$ cat src/rtl/uart_rx_checked.sv
// uart_rx_checked: 8N1 UART receiver with mid-bit sampling, start-bit glitch
// rejection and framing-error detection. After a framing error or a break the
// receiver waits for the line to return high before it re-arms.
module uart_rx_checked #(
  parameter int CLKS_PER_BIT = 217
) (
  input  logic       i_Clock,
  input  logic       i_Rst_L,
  input  logic       i_RX_Serial,
  output logic       o_RX_DV,
  output logic [7:0] o_RX_Byte,
  output logic       o_RX_Frame_Err,
  output logic       o_RX_Active
);

  // Counter is just wide enough to reach CLKS_PER_BIT-1.
  localparam int CNT_W = ($clog2(CLKS_PER_BIT) < 1) ? 1 : $clog2(CLKS_PER_BIT);
  localparam logic [CNT_W-1:0] LAST_CNT = CNT_W'(CLKS_PER_BIT - 1);
  localparam logic [CNT_W-1:0] HALF_CNT = CNT_W'((CLKS_PER_BIT - 1) / 2);

  typedef enum logic [2:0] {
    IDLE      = 3'd0,
    START     = 3'd1,
    DATA      = 3'd2,
    STOP      = 3'd3,
    CLEANUP   = 3'd4,
    WAIT_HIGH = 3'd5
  } state_t;

  logic             sync_1;
  logic             rx_s;

  state_t           state,      state_next;
  logic [CNT_W-1:0] count,      count_next;
  logic [2:0]       index,      index_next;
  logic [7:0]       shift,      shift_next;
  logic [7:0]       byte_reg,   byte_next;
  logic             dv,         dv_next;
  logic             frame_err,  frame_err_next;
  logic             active,     active_next;

  // Two-flop synchroniser for the asynchronous serial line; idles high.
  always_ff @(posedge i_Clock or negedge i_Rst_L) begin
    if (!i_Rst_L) begin
      sync_1 <= 1'b1;
      rx_s   <= 1'b1;
    end else begin
      sync_1 <= i_RX_Serial;
      rx_s   <= sync_1;
    end
  end

  // State register and all registered datapath/outputs.
  always_ff @(posedge i_Clock or negedge i_Rst_L) begin
    if (!i_Rst_L) begin
      state     <= IDLE;
      count     <= '0;
      index     <= '0;
      shift     <= '0;
      byte_reg  <= '0;
      dv        <= 1'b0;
      frame_err <= 1'b0;
      active    <= 1'b0;
    end else begin
      state     <= state_next;
      count     <= count_next;
      index     <= index_next;
      shift     <= shift_next;
      byte_reg  <= byte_next;
      dv        <= dv_next;
      frame_err <= frame_err_next;
      active    <= active_next;
    end
  end

  // Next-state and next-output logic; pulses default low so they last one cycle.
  always_comb begin
    state_next     = state;
    count_next     = count;
    index_next     = index;
    shift_next     = shift;
    byte_next      = byte_reg;
    dv_next        = 1'b0;
    frame_err_next = 1'b0;
    active_next    = active;

    case (state)
      IDLE: begin
        count_next  = '0;
        index_next  = '0;
        active_next = 1'b0;
        if (!rx_s) begin
          state_next  = START;
          active_next = 1'b1;
        end
      end

      START: begin
        if (count < HALF_CNT) begin
          count_next = count + 1'b1;
        end else if (!rx_s) begin
          state_next = DATA;
          count_next = '0;
          index_next = '0;
        end else begin
          state_next  = IDLE;
          count_next  = '0;
          active_next = 1'b0;
        end
      end

      DATA: begin
        if (count < LAST_CNT) begin
          count_next = count + 1'b1;
        end else begin
          count_next        = '0;
          shift_next[index] = rx_s;
          if (index < 3'd7) begin
            index_next = index + 1'b1;
          end else begin
            index_next = '0;
            state_next = STOP;
          end
        end
      end

      STOP: begin
        if (count < LAST_CNT) begin
          count_next = count + 1'b1;
        end else begin
          count_next  = '0;
          active_next = 1'b0;
          if (rx_s) begin
            byte_next  = shift;
            dv_next    = 1'b1;
            state_next = CLEANUP;
          end else begin
            frame_err_next = 1'b1;
            state_next     = WAIT_HIGH;
          end
        end
      end

      CLEANUP: begin
        state_next = IDLE;
      end

      WAIT_HIGH: begin
        if (rx_s) begin
          state_next = IDLE;
        end
      end

      default: begin
        state_next  = IDLE;
        count_next  = '0;
        index_next  = '0;
        active_next = 1'b0;
      end
    endcase
  end

  assign o_RX_DV        = dv;
  assign o_RX_Byte      = byte_reg;
  assign o_RX_Frame_Err = frame_err;
  assign o_RX_Active    = active;

endmodule

$ cat config.mk
export PLATFORM = sky130hd
export DESIGN_NAME = uart_rx_checked
export DESIGN_NICKNAME = d
export VERILOG_FILES = /design/src/rtl/uart_rx_checked.sv
export SDC_FILE = /design/constraint.sdc
export NUM_CORES = 1
export LEC_CHECK = 0
export BUFFER_PORTS_ARGS = -buffer_cell sky130_fd_sc_hd__buf_2
export CAP_MARGIN = 10
export CORE_MARGIN = 3
export CORE_UTILIZATION = 53
export CTS_CLUSTER_SIZE = 8
export DETAILED_ROUTE_END_ITERATION = 7
export GPL_TIMING_DRIVEN = 0
export PLACE_DENSITY = 0.8
export SYNTH_ARGS = -nofsm -noshare
export SYNTH_HDL_FRONTEND = slang
export SYNTH_SLANG_ARGS = --single-unit
$ cat constraint.sdc
create_clock -name i_Clock -period 2.25 [get_ports i_Clock]
set_input_delay 0.1125 -clock i_Clock [delete_from_list [all_inputs] [get_ports i_Clock]]
set_output_delay 0.1125 -clock i_Clock [all_outputs]
set_load 0.02 [all_outputs]
==> metrics <==
# hold bufs at CTS=2; Pleak=0.859 nW; Starting DRT DRC Count=93; TritonCTS buffer count=5; Seq/Total Area, Yosys=51.9%; synth-to-layout area growth=11.3%; most instantiated cells after synthesis=dfrtp_1, mux2_2, nor2_1; DRT Pass-1 Iters=4; routed via count=1289; latest clock arrival within the worst-skew pair=0.34 ns; Resized Gates After CTS=0; area leader, netlist=dfrtp_1; routed length on met3=197 um; GRT Resource Usage Total=18.6%; IO Pins=14; area of the multi-input gates=756 sq um; Avg Vias per Cell=5.75; initial antenna violation count=0; first-pass GRT wire length=5710 um; root buf cell=clkbuf_4; Worst-Margin Slew=0.826 ns; Final period util=93.7%; CP Max Fanout=9; CP required=2.48 ns; RSZ-0062 raised after global routing=no; Routed WL=3240 um; Final TNS setup=0 ns; Storage cell area=878 sq um; pin count of the biggest net entering global routing=36; Die Y-Extent=62.5 um; average cell area after synthesis=10.6 sq um; core area=0.00290 sq mm; post-DP HPWL=2330 um; vias in the first global route=1264; Synth async-reset ratio=100%; Overflow after GRT=0; max_cap viols=0; clk buf depth=2; synthesized area=0.00169 sq mm; FF+latch count, synth=35; Hold Crit Class=in2async; Worst-path clk slew=0.10 ns; # nets final=186; Yosys top cell area share=48.8%; Synth area leaders=dfrtp_1, mux2_2, dfstp_2, nor2_1, nand3_1; r2r setup slk=0.14 ns; worst r2r dst=o_RX_Byte[0]$_DFFE_PN0P_; CP Launch Type=register; DR DRC count=0; status=complete, no violations; Die W=62.5 um; initial core utilization=58.3%; Peak VDD IR=0.000483 V; row cnt=19; DR top layer=met4; Min Clock Period, post-route=2.11 ns; die area=0.00391 sq mm; ANT cells=0; WP data arrival=2.34 ns; IO buf count=13; Hold Violations, Final=0; # Post-CTS Setup Buffers=0; synth warn=0; Rel. slew slack=44.5%; TritonCTS clock tree=yes; PwrDens=523 mW/mm^2; CTS H-tree depth=2; met2 WL=1520 um; critical path capture point type=register; synth unique cells=41; layout cells sized above 1=23.6%; antenna viol nets, final=0; Syn Inst Count=159; Metal-1 WL=1440 um; number of flops mapped to enable cells by yosys=0; GPL Wtd Cong=0.832; Clock Skews=0.00308 ns; Primary FF master, synth=dfrtp_1; Worst R2R Path Depth=5; FMAX=0.474 GHz; count leader, synth=dfrtp_1; Pins Over Slew Limit=0; Final setup viols=0; R2R Path Start=count[6]$_DFFE_PN0N_; CTS Sinks=35; fin util=64.9%; Crit Path Category=reg2reg; filler cell count=244; Syn Nets=164; drt wl/cell=14.5 um
-- registers in the layout, indices dropped and copies added, names as in the netlist --
name            cells
sync_1              1
shift               8
state               3
rx_s                1
o_RX_Byte           8
index               3
count               8
o_RX_Frame_Err      1
o_RX_DV             1
o_RX_Active         1
-- where the power goes --
group | internal [mW] | leakage, nW | switching [mW]
Sequential | 0.632 | 0.462 | 0.00219
Clock | 0.120 | 0.0282 | 0.208
Combinational | 0.00528 | 0.369 | 0.0163
-- per-layer routing --
metal / track usage [%] / up-vias
met4: 9.37 / 0
met5: 0 / -
met2: 29.8 / 51
met1: 23.5 / 605
met3: 4.50 / 12
li1: - / 621
-- critical path: stages, from the launching register on --
cell     delay (ns)
dfrtp_1        0.43
nand2_1        0.21
or3_1          0.39
buf_2          0.15
nor2_2         0.42
mux2_2         0.40
-- placed cells by master, fill, tap and decap left out, types with 3 or more instances in the layout --
cell      count
nor2b_1       3
o211ai_1      3
or3_1         5
dfrtp_1      33
clkbuf_4      5
nand3_1       9
mux2_2       15
a21oi_1       7
nand2_1       9
nand4_1       5
clkbuf_1      7
xor2_1        4
o21ai_0       5
nor3_1        4
inv_1         6
nor2_1       13
buf_2        14
-- per-stage QoR --
| stage | hold WS, ns | instances | instance area [sq um] | worst slack (ns) | power [mW] |
|---|---|---|---|---|---|
| 2_1_floorplan | -0.183 | 159 | 1690 | 0.466 | 0.650 |
| 3_3_place_gp | 0.214 | 214 | 1810 | 0.227 | 0.665 |
| 3_5_place_dp | 0.223 | 214 | 1810 | 0.201 | 0.666 |
| 4_1_cts | 0.367 | 224 | 1880 | 0.179 | 0.995 |
| 5_1_grt | 0.374 | 224 | 1880 | 0.0336 | 1.03 |
| 6_report | 0.352 | 224 | 1880 | 0.142 | 0.984 |
-- final cells by class --
| class | count | area share (%) |
|---|---|---|
| Tap cell | 42 | 2.79 |
| Sequential cell | 35 | 46.6 |
| Multi-Input combinational cell | 110 | 40.1 |
| Inverter | 6 | 1.20 |
| Timing Repair Buffer | 15 | 4.52 |
| Clock buffer | 6 | 2.19 |
| Clock inverter | 2 | 0.664 |
| Buffer | 8 | 1.86 |
-- kinds of logic (layout without fill, tap and decap cells) --
logic type               count (synthesis)  after routing  synth area share [%]
flip-flops                              35             35                  51.9
adder cells (fa/ha/maj)                  2              2                  1.48
AND/OR/NAND/NOR                         55             55                  16.2
multiplexers                            17             17                  11.5
XOR/XNOR                                 4              4                  2.07
AO/OA/AOI/OAI                           32             32                  13.5
buffers and inverters                   14             37                  3.40
-- worst max-delay path by stage --
stage	end	startpoint	slack, ns
2_1_floorplan	o_RX_Byte[0]$_DFFE_PN0P_	state[2]$_DFFE_PN0P_	0.47
3_3_place_gp	o_RX_Byte[3]$_DFFE_PN0P_	count[6]$_DFFE_PN0N_	0.23
3_5_place_dp	o_RX_Byte[0]$_DFFE_PN0P_	count[6]$_DFFE_PN0N_	0.20
4_1_cts	o_RX_Byte[0]$_DFFE_PN0P_	count[6]$_DFFE_PN0N_	0.18
5_1_grt	o_RX_Byte[3]$_DFFE_PN0P_	count[6]$_DFFE_PN0N_	0.03
6_report	o_RX_Byte[0]$_DFFE_PN0P_	count[6]$_DFFE_PN0N_	0.14
Power figures use the tool's default switching activity.
